**src/rtl/i2c_codec_cmd_sched_if.sv**
```systemverilog
`default_nettype none
// -----------------------------------------------------------------------------
// i2c_codec_cmd_sched_if : WM8731 I2C command port and host write handshake
// Revision 1.0
// -----------------------------------------------------------------------------
interface i2c_codec_cmd_sched_if;
  logic [23:0] i2c_data;
  logic        i2c_go;
  logic        i2c_end;
  logic [2:0]  i2c_ack;
  logic        host_req;
  logic [6:0]  host_reg;
  logic [8:0]  host_data;
  logic        host_done;

  modport master (
    output i2c_data, i2c_go, host_done,
    input  i2c_end, i2c_ack, host_req, host_reg, host_data
  );

  modport slave (
    input  i2c_data, i2c_go, host_done,
    output i2c_end, i2c_ack, host_req, host_reg, host_data
  );
endinterface
`default_nettype wire

```
**src/rtl/i2c_codec_cmd_sched.sv**
```systemverilog
`default_nettype none
// -----------------------------------------------------------------------------
// i2c_codec_cmd_sched : boot table, host/volume arbitration, retry and timeout
// Revision 1.0
// -----------------------------------------------------------------------------
module i2c_codec_cmd_sched #(
  parameter logic [6:0] DEV_ADDR   = 7'h1A,
  parameter int         BOOT_DELAY = 16,
  parameter int         TIMEOUT    = 4096,
  parameter int         MAX_RETRY  = 2
) (
  input  wire logic              clk_i2c,
  input  wire logic              reset_n,
  input  wire logic [6:0]        vol,
  i2c_codec_cmd_sched_if.master  bus,
  output logic                   init_done,
  output logic                   busy,
  output logic                   cfg_err,
  output logic [3:0]             cmd_idx
);

  localparam logic [2:0] c_ST_BOOT    = 3'd0;
  localparam logic [2:0] c_ST_LOAD    = 3'd1;
  localparam logic [2:0] c_ST_WAIT_LO = 3'd2;
  localparam logic [2:0] c_ST_WAIT_HI = 3'd3;
  localparam logic [2:0] c_ST_NEXT    = 3'd4;
  localparam logic [2:0] c_ST_IDLE    = 3'd5;

  localparam logic [1:0] c_SRC_BOOT = 2'd0;
  localparam logic [1:0] c_SRC_VOL  = 2'd1;
  localparam logic [1:0] c_SRC_HOST = 2'd2;

  localparam int c_BCNT_W = (BOOT_DELAY > 1) ? $clog2(BOOT_DELAY + 1) : 1;
  localparam int c_TMR_W  = (TIMEOUT > 1)    ? $clog2(TIMEOUT)        : 1;
  localparam int c_RTY_W  = (MAX_RETRY > 0)  ? $clog2(MAX_RETRY + 1)  : 1;

  logic [2:0]          r_state;
  logic [1:0]          r_src;
  logic                r_vol_phase;
  logic [c_BCNT_W-1:0] r_boot_cnt;
  logic [c_TMR_W-1:0]  r_timer;
  logic [c_RTY_W-1:0]  r_retry;
  logic                r_nack;
  logic [8:0]          r_vol_snap;
  logic [6:0]          r_vol_sent;
  logic [6:0]          r_host_reg;
  logic [8:0]          r_host_data;
  logic [6:0]          w_reg;
  logic [8:0]          w_dat;
  logic                w_tmo;

  assign busy  = (r_state != c_ST_IDLE);
  assign w_tmo = (r_timer == c_TMR_W'(TIMEOUT - 1));

  // Register/data pair for whichever source owns the next LOAD
  always_comb begin
    w_reg = 7'h00;
    w_dat = 9'h000;
    case (r_src)
      c_SRC_BOOT: begin
        case (cmd_idx)
          4'd0: begin w_reg = 7'h0F; w_dat = 9'h000;     end
          4'd1: begin w_reg = 7'h06; w_dat = 9'h000;     end
          4'd2: begin w_reg = 7'h08; w_dat = 9'h002;     end
          4'd3: begin w_reg = 7'h02; w_dat = r_vol_snap; end
          4'd4: begin w_reg = 7'h03; w_dat = r_vol_snap; end
          4'd5: begin w_reg = 7'h07; w_dat = 9'h001;     end
          4'd6: begin w_reg = 7'h09; w_dat = 9'h001;     end
          4'd7: begin w_reg = 7'h04; w_dat = 9'h016;     end
          4'd8: begin w_reg = 7'h05; w_dat = 9'h006;     end
          default: begin w_reg = 7'h00; w_dat = 9'h000; end
        endcase
      end
      c_SRC_VOL: begin
        w_reg = r_vol_phase ? 7'h03 : 7'h02;
        w_dat = r_vol_snap;
      end
      default: begin
        w_reg = r_host_reg;
        w_dat = r_host_data;
      end
    endcase
  end

  always_ff @(posedge clk_i2c) begin
    if (!reset_n) begin
      r_state       <= c_ST_BOOT;
      r_src         <= c_SRC_BOOT;
      r_vol_phase   <= 1'b0;
      r_boot_cnt    <= '0;
      r_timer       <= '0;
      r_retry       <= '0;
      r_nack        <= 1'b0;
      r_vol_snap    <= '0;
      r_vol_sent    <= '0;
      r_host_reg    <= '0;
      r_host_data   <= '0;
      bus.i2c_data  <= '0;
      bus.i2c_go    <= 1'b0;
      bus.host_done <= 1'b0;
      init_done     <= 1'b0;
      cfg_err       <= 1'b0;
      cmd_idx       <= '0;
    end else begin
      bus.host_done <= 1'b0;
      case (r_state)
        c_ST_BOOT: begin
          if (r_boot_cnt == c_BCNT_W'(BOOT_DELAY - 1)) begin
            r_vol_snap <= {2'b00, vol};
            r_vol_sent <= vol;
            r_src      <= c_SRC_BOOT;
            r_state    <= c_ST_LOAD;
          end else begin
            r_boot_cnt <= r_boot_cnt + 1'b1;
          end
        end
        c_ST_LOAD: begin
          bus.i2c_data <= {DEV_ADDR, 1'b0, w_reg, w_dat};
          bus.i2c_go   <= 1'b1;
          r_timer      <= '0;
          r_nack       <= 1'b0;
          r_state      <= c_ST_WAIT_LO;
        end
        c_ST_WAIT_LO: begin
          if (!bus.i2c_end) begin
            r_timer <= '0;
            r_state <= c_ST_WAIT_HI;
          end else if (w_tmo) begin
            bus.i2c_go <= 1'b0;
            cfg_err    <= 1'b1;
            r_state    <= c_ST_NEXT;
          end else begin
            r_timer <= r_timer + 1'b1;
          end
        end
        c_ST_WAIT_HI: begin
          if (bus.i2c_end) begin
            bus.i2c_go <= 1'b0;
            r_nack     <= |bus.i2c_ack;
            r_state    <= c_ST_NEXT;
          end else if (w_tmo) begin
            bus.i2c_go <= 1'b0;
            cfg_err    <= 1'b1;
            r_state    <= c_ST_NEXT;
          end else begin
            r_timer <= r_timer + 1'b1;
          end
        end
        c_ST_NEXT: begin
          // A timed-out transfer leaves r_nack clear, so it is never retried
          if (r_nack && (r_retry < c_RTY_W'(MAX_RETRY))) begin
            r_retry <= r_retry + 1'b1;
            r_state <= c_ST_LOAD;
          end else begin
            if (r_nack) cfg_err <= 1'b1;
            r_retry <= '0;
            case (r_src)
              c_SRC_BOOT: begin
                if (cmd_idx == 4'd8) begin
                  init_done <= 1'b1;
                  r_state   <= c_ST_IDLE;
                end else begin
                  cmd_idx <= cmd_idx + 4'd1;
                  r_state <= c_ST_LOAD;
                end
              end
              c_SRC_VOL: begin
                if (!r_vol_phase) begin
                  r_vol_phase <= 1'b1;
                  r_state     <= c_ST_LOAD;
                end else begin
                  r_state <= c_ST_IDLE;
                end
              end
              default: begin
                bus.host_done <= 1'b1;
                r_state       <= c_ST_IDLE;
              end
            endcase
          end
        end
        c_ST_IDLE: begin
          if (init_done && bus.host_req) begin
            r_host_reg  <= bus.host_reg;
            r_host_data <= bus.host_data;
            r_src       <= c_SRC_HOST;
            r_state     <= c_ST_LOAD;
          end else if (vol != r_vol_sent) begin
            r_vol_snap  <= {2'b00, vol};
            r_vol_sent  <= vol;
            r_src       <= c_SRC_VOL;
            r_vol_phase <= 1'b0;
            r_state     <= c_ST_LOAD;
          end
        end
        default: r_state <= c_ST_IDLE;
      endcase
    end
  end

endmodule
`default_nettype wire
```
**src/flat_wrapper.sv**
```systemverilog
// flat-port wrapper written by rule: the top's interface ports become plain ports
module i2c_codec_cmd_sched_flat 
#(
  parameter logic [6:0] DEV_ADDR   = 7'h1A,
  parameter int         BOOT_DELAY = 16,
  parameter int         TIMEOUT    = 4096,
  parameter int         MAX_RETRY  = 2
)
  (clk_i2c, reset_n, vol, init_done, busy, cfg_err, cmd_idx, bus_i2c_data, bus_i2c_go, bus_host_done, bus_i2c_end, bus_i2c_ack, bus_host_req, bus_host_reg, bus_host_data);
  i2c_codec_cmd_sched_if bus_i ();
  input  wire logic clk_i2c;
  input  wire logic reset_n;
  input  wire logic [6:0] vol;
  output logic init_done;
  output logic busy;
  output logic cfg_err;
  output logic [3:0] cmd_idx;
  output wire logic [$bits(bus_i.i2c_data)-1:0] bus_i2c_data;
  output wire logic [$bits(bus_i.i2c_go)-1:0] bus_i2c_go;
  output wire logic [$bits(bus_i.host_done)-1:0] bus_host_done;
  input wire logic [$bits(bus_i.i2c_end)-1:0] bus_i2c_end;
  input wire logic [$bits(bus_i.i2c_ack)-1:0] bus_i2c_ack;
  input wire logic [$bits(bus_i.host_req)-1:0] bus_host_req;
  input wire logic [$bits(bus_i.host_reg)-1:0] bus_host_reg;
  input wire logic [$bits(bus_i.host_data)-1:0] bus_host_data;
  assign bus_i2c_data = bus_i.i2c_data;
  assign bus_i2c_go = bus_i.i2c_go;
  assign bus_host_done = bus_i.host_done;
  assign bus_i.i2c_end = bus_i2c_end;
  assign bus_i.i2c_ack = bus_i2c_ack;
  assign bus_i.host_req = bus_host_req;
  assign bus_i.host_reg = bus_host_reg;
  assign bus_i.host_data = bus_host_data;
  i2c_codec_cmd_sched #(.DEV_ADDR(DEV_ADDR), .BOOT_DELAY(BOOT_DELAY), .TIMEOUT(TIMEOUT), .MAX_RETRY(MAX_RETRY)) u_core (.clk_i2c(clk_i2c), .reset_n(reset_n), .vol(vol), .bus(bus_i), .init_done(init_done), .busy(busy), .cfg_err(cfg_err), .cmd_idx(cmd_idx));
endmodule
```
**config.mk**
```make
export PLATFORM = sky130hd
export DESIGN_NAME = i2c_codec_cmd_sched_flat
export DESIGN_NICKNAME = d
export VERILOG_FILES = /design/src/rtl/i2c_codec_cmd_sched_if.sv /design/src/rtl/i2c_codec_cmd_sched.sv /design/src/flat_wrapper.sv
export SDC_FILE = /design/constraint.sdc
export NUM_CORES = 1
export LEC_CHECK = 0
export ABC_AREA = 1
export CAP_MARGIN = 20
export CORE_MARGIN = 3
export CORE_UTILIZATION = 55
export CTS_CLUSTER_DIAMETER = 200
export CTS_CLUSTER_SIZE = 8
export DETAILED_ROUTE_END_ITERATION = 8
export PLACE_DENSITY = 0.83
export SLEW_MARGIN = 20
export SYNTH_ARGS = -nofsm -noshare
export SYNTH_HDL_FRONTEND = slang
export SYNTH_SLANG_ARGS = --single-unit
export TNS_END_PERCENT = 30
```
**constraint.sdc**
```tcl
create_clock -name clk_i2c -period 2.53 [get_ports clk_i2c]
set_input_delay 0.759 -clock clk_i2c [delete_from_list [all_inputs] [get_ports clk_i2c]]
set_output_delay 0.759 -clock clk_i2c [all_outputs]
set_load 0.02 [all_outputs]
```
# Yosys cells after proc, flatten, opt, wreduce, memory -nomap -nowiden
# Index checks and enable logic that the tools add are counted.
[op_classes]
shift = 0
reduce_logical = 27
addsub = 4
order_cmp = 1
muxes = 51
div = 0
bitwise_logic = 5
n_eq_ne = 28
n_mul = 0
[op_table]
columns = ["operator", "n"]
rows = [
  ["case mux 9 bit (5 select lines)", 1],
  ["two-way mux 12 bit", 3],
  ["case mux 12 bit (3 select lines)", 1],
  ["case mux 4 bit (9 select lines)", 1],
  ["case mux 9 bit (2 select lines)", 2],
  ["case mux 7 bit (2 select lines)", 2],
  ["two-way mux 3 bit", 9],
  ["two-way mux 9 bit", 3],
  ["two-way mux 7 bit", 3],
  ["case mux 3 bit (6 select lines)", 1],
  ["equality test 4 x 3 -> 1 bit (second input constant)", 4],
  ["two-way mux 1 bit", 15],
  ["adder 12 x 1 -> 12 bit (second input constant)", 1],
  ["equality test 12 bit (second input constant)", 1],
  ["AND reduction 2 bit", 6],
  ["AND reduction 4 bit", 3],
  ["!= test 2 bit (second input constant)", 5],
  ["AND reduction 5 bit", 2],
  ["equality test 4 x 2 -> 1 bit (second input constant)", 2],
  ["two-way mux 2 bit", 4],
  ["!= test 2 x 1 -> 1 bit (second input constant)", 4],
  ["!= test 7 bit", 1],
  ["equality test 3 x 2 -> 1 bit (second input constant)", 2],
  ["equality test 3 bit (second input constant)", 2],
  ["other kinds (25)", 38],
]
[word_totals]
output_inout_bits = 33
romBits = 0
input_bits = 30
ff_bits = 83
ramBits = 0
elab_cells = 133
mem_count = 0
latch_bits = 0

# Logic depth before layout (Yosys ltp)
[depth]
word_depth = 5
mapped_depth = 11
ltp_nobuf = 11

# Worst setup path before layout
# OpenSTA, ideal clock, no wires.
[synth_timing]
kind = "register to register"
from = "register u_core.cmd_idx[0]"
to = "register u_core.cmd_idx[0]"
arrival_time_ns = 1.459
period_less_slack_ns = 1.580
setup_time_ns = 0.121
required_ns = 2.409
stages_incl_launch_ff = 9
setup_slack_ns = 0.950
path_buffers = 0
cell_sequence = "dfxtp_1 > inv_1 > ha_1 > nand3_1 > nand2_1 > nor2_2 > inv_1 > o21ai_0 > a21oi_1"
[synth_between]
elab_chain_cells = 3
word_cells_on_any_way = 4
classes_between = "add/sub (1); eq/ne (1); bitwise (1); reduce/logical (1)"
[synth_rtl]
columns = ["item", "line", "rtl"]
rows = [
  ["start: declaration", "i2c_codec_cmd_sched.sv:19", "output logic [3:0] cmd_idx"],
  ["start signal: assignment", "i2c_codec_cmd_sched.sv:163", "cmd_idx <= cmd_idx + 4'd1;"],
  ["parallel branches: the longest is 3 deep, another holds adder 4 x 1 -> 4 bit", "-", ""],
]
# Parallel ways; which one is timed is not known.
# A chain may end at the register's enable or synchronous reset.

# Worst setup path after layout
[layout_timing]
from = "register u_core.cmd_idx[3]"
to = "output port cmd_idx[3]"
[layout_rtl]
columns = ["item", "line", "rtl"]
rows = [
  ["end: declaration", "flat_wrapper.sv:17", "output logic [3:0] cmd_idx;"],
]
# No word-level cell between the ends.

==> impl_summary.txt <==
----------------------------------------------------
[Outcome]
  Outcome ... completed

[Power]
  Total power draw ... 2.31 mW
  Switching fraction of total power ... 22.5%
  Power density over the cells ... 517 nW/um2
  Part of the total power dissipated in sequential elements ... 50.8%
  Maximum vdd drop ... 0.352 mV
  Internal power of the cells ... 1.79 mW
  Clock group share of total power ... 44.6%
  Sw power ... 0.520 mW
  Static leakage ... 1.87 nW
  Part of the total power dissipated in combinational logic ... 4.7%

[Drt]
  Detailed Route Iter0 Violations ... 147
  Drt drc ... 0
  Antenna Violating Nets Remaining ... 0
  Drt wl/cell ... 13.4 um
  Avg Vias per Cell ... 5.40
  Drt total wl ... 8.92 mm
  Pre-antenna DRT Iters ... 5
  Total number of vias ... 3607

[Global route]
  Total routing usage reported by global routing ... 24.3%
  Initial antenna violation count ... 0
  Wire length of the first global-routing pass ... 14.7 mm
  Number of global-route vias before repair ... 3356
  Pin count of the biggest net entering global routing ... 31
  Total congestion overflow after global routing ... 0

[Yosys]
  Yosys warnings ... 0
  EDFF count, synth ... 0
  Share of flip-flops with an asynchronous set or reset after synthesis ... 0%
  Most instantiated cells after synthesis ... nand2_1, nor2_1, dfxtp_1, o21ai_0, inv_1
  Most instantiated flip-flop cell in the synthesis netlist ... dfxtp_1
  Synthesized instance count ... 531
  Library cell with the highest instance count after synthesis ... nand2_1
  Leading cell types by total area after synthesis ... dfxtp_1, nand2_1, nor2_1
  Synth Area per Inst ... 6.83 um2
  Share of the yosys chip area belonging to registers ... 40.8%
  Post-synthesis cell type count ... 36
  Total standard cell area after synthesis ... 3630 um2
  Synthesis-stage register bit count ... 74
  Cell taking the most area after synthesis ... dfxtp_1
  Share of the synthesized area in the top cell type ... 40.8%

[Finish]
  Synth-to-layout area growth ... 23.0%
  Nets ... 625
  Share of layout cells above drive strength 1 ... 6.75%
  Fill cell instance count of the final layout ... 512
  Total inserted antenna cells ... 0
  Max FFs per register ... 17
  Largest register by flop count ... u_core.bus.i2c_data
  Design area ... 4460 um2
  Top Registers ... u_core.bus.i2c_data x17, u_core.r_timer x12, u_core.r_host_data x9

[Critical path]
  Cell chain of the critical path ... clkdlybuf4s50_1
  Crit. End Element ... output pin
  Max Fanout on Critical Path ... 5
  Critical path buffers and inverters ... 1
  Nature of the critical path startpoint ... flip-flop
  CP max-delay cell ... clkdlybuf4s50_1
  Max stage delay on crit path ... 0.63 ns
  Startpoint-to-endpoint class of the critical path ... reg2out
  Number of logic stages on the critical path including buffering ... 1
  Worst r2r src ... u_core.r_boot_cnt[0]
  Cell family with the largest share of critical-path delay ... buffers and inverters
  Start point of the critical path ... u_core.cmd_idx[3]
  Worst path required time ... 1.77 ns
  Worst r2r path cells ... 11
  Arrival time of the worst setup path ... 1.40 ns

[CTS]
  Root buffer selected by CTS ... clkbuf_8
  Clock tree from TritonCTS ... yes
  Clock slew at reported path FFs ... 0.08 ns
  H-Tree Level Count ... 3
  Count of buffers added by post-CTS timing repair for setup ... 0
  Total clock sinks ... 74
  Clock latency at the later pin of the worst-skew pair ... 0.35 ns
  Number of buffers between clock root and the deepest sink ... 2
  TritonCTS buffer count ... 9

[Die]
  Width of the die ... 87.2 um
  DIE AREA ... 7610 um2
  Total core area ... 6170 um2
  Initial Utilization ... 58.8%
  Boundary Pins ... 63
  Cell row count ... 28
  Vertical extent of the die ... 87.2 um

[STA]
  Measured slew at the worst slew-check pin ... 0.801 ns
  Fmax ... 464 MHz
  Worst clock skew ... 0.00993 ns
  Crit path time final ... 2.16 ns
  Aggregate negative setup slack ... 0 ns
  RSZ-0062 raised after global routing ... false
  Number of setup violations in the final report ... 0
  Final critical-path share of the clock period ... 85.2%
  Relative slew margins ... 46.6%
  Max-slew violation total from the final report ... 0
  Hold Vio Cnt, Final ... 0

[Placed design]
  Placed Area ... 4230 um2
  Gp weighted congestion ... 0.900
  HPWL Detailed ... 6.48 mm
  Quantity of I/O buffers inserted on ports ... 57

[Worst hold path]
  Worst hold path class ... reg2reg
  Hold-critical path depth ... 2
  Start point of the worst hold path ... u_core.bus.i2c_go

[Job]
  Max-cap violations ... 0

----------------------------------------------------
power groups by stage:
stage / clock network, mW / registers (mW) / logic [mW]
after global placement: 0 / 1.20 / 0.105
after global routing: 1.08 / 1.17 / 0.118
after floorplan: 0 / 1.20 / 0.0484
after detailed placement: 0 / 1.20 / 0.107
final: 1.03 / 1.17 / 0.108
after CTS: 1.04 / 1.17 / 0.108
per-stage QoR:
| step | hold WS [ns] | utilization (%) | worst slack, ns | instances |
|---|---|---|---|---|
| detailed placement | 0.454 | 68.7 | 0.296 | 652 |
| finish | 0.464 | 72.4 | 0.374 | 668 |
| global placement | 0.435 | 68.7 | 0.361 | 652 |
| floorplan | 0.423 | - | 0.950 | 535 |
| global route | 0.480 | 72.4 | 0.319 | 668 |
| CTS | 0.464 | 72.3 | 0.0150 | 668 |
kinds of logic (layout without fill, tap and decap cells):
logic type,count (synthesis),in the layout,share of synthesized area [%]
xor+xnor,5,5,1.21
flops,74,74,40.8
buf+inv,81,139,9.48
fa+ha+maj,7,7,2.41
other cells,1,5,0.103
simple gates,242,242,27.7
compound gates,121,121,18.3
final timing paths:
| path | endpoint | slack (ns) |
|---|---|---|
| setup / recovery | cmd_idx[3] | 0.37 |
| hold / removal | u_core.bus.i2c_go | 0.46 |
| setup reg to reg | u_core.r_vol_snap[0] | 0.57 |
| hold reg to reg | u_core.bus.i2c_go | 0.46 |
layout make-up:
| class | instances | area [um2] | share of cell area [%] |
|---|---|---|---|
| repair buffers | 63 | 618 | 13.8 |
| well taps | 75 | 93.8 | 2.10 |
| multi-input cells | 380 | 1820 | 40.7 |
| clock inverters | 7 | 103 | 2.30 |
| flip-flops and latches | 74 | 1480 | 33.2 |
| inverters | 60 | 225 | 5.05 |
| clock buffers | 9 | 124 | 2.78 |
cell usage in the layout, fill, tap and decap left out, types with 2 or more instances in the layout:
| cell | count |
|---|---|
| nand2_1 | 112 |
| nor2_1 | 92 |
| dfxtp_1 | 74 |
| o21ai_0 | 57 |
| clkdlybuf4s50_1 | 56 |
| inv_1 | 55 |
| a21oi_1 | 42 |
| nand3_1 | 16 |
| clkbuf_8 | 9 |
| ha_1 | 7 |
| buf_4 | 6 |
| inv_2 | 5 |
| a2bb2oi_1 | 5 |
| conb_1 | 5 |
| nor2_2 | 4 |
| nand2_2 | 4 |
| nand4_1 | 4 |
| a221oi_1 | 4 |
| xor2_1 | 3 |
| nor2_4 | 3 |
| o31ai_1 | 3 |
| clkinv_4 | 3 |
| xnor2_1 | 2 |
| o21ai_1 | 2 |
| a31oi_1 | 2 |
| nor3_1 | 2 |
| nor3b_1 | 2 |
| o211ai_1 | 2 |
| bufinv_16 | 2 |
layer usage:
layer / vias up / GRT usage [%] / share of wire (%)
li1: 1818 / - / -
met1: 1646 / 29.4 / 42
met2: 123 / 41.7 / 50
met3: 20 / 6.34 / 6.4
met4: 0 / 8.65 / 1.8
met5: - / 0 / 0
tightest hold or removal path, stage by stage (launching register included):
cell     delay [ns]
dfxtp_1        0.31
nand2_1        0.06
a21oi_1        0.05
what timing repair did:
action,in CTS,in global routing
gates resized for setup,0,1
endpoints found under the setup margin,0,1
hold buffers,0,0
(Power assumes the default switching activity.)
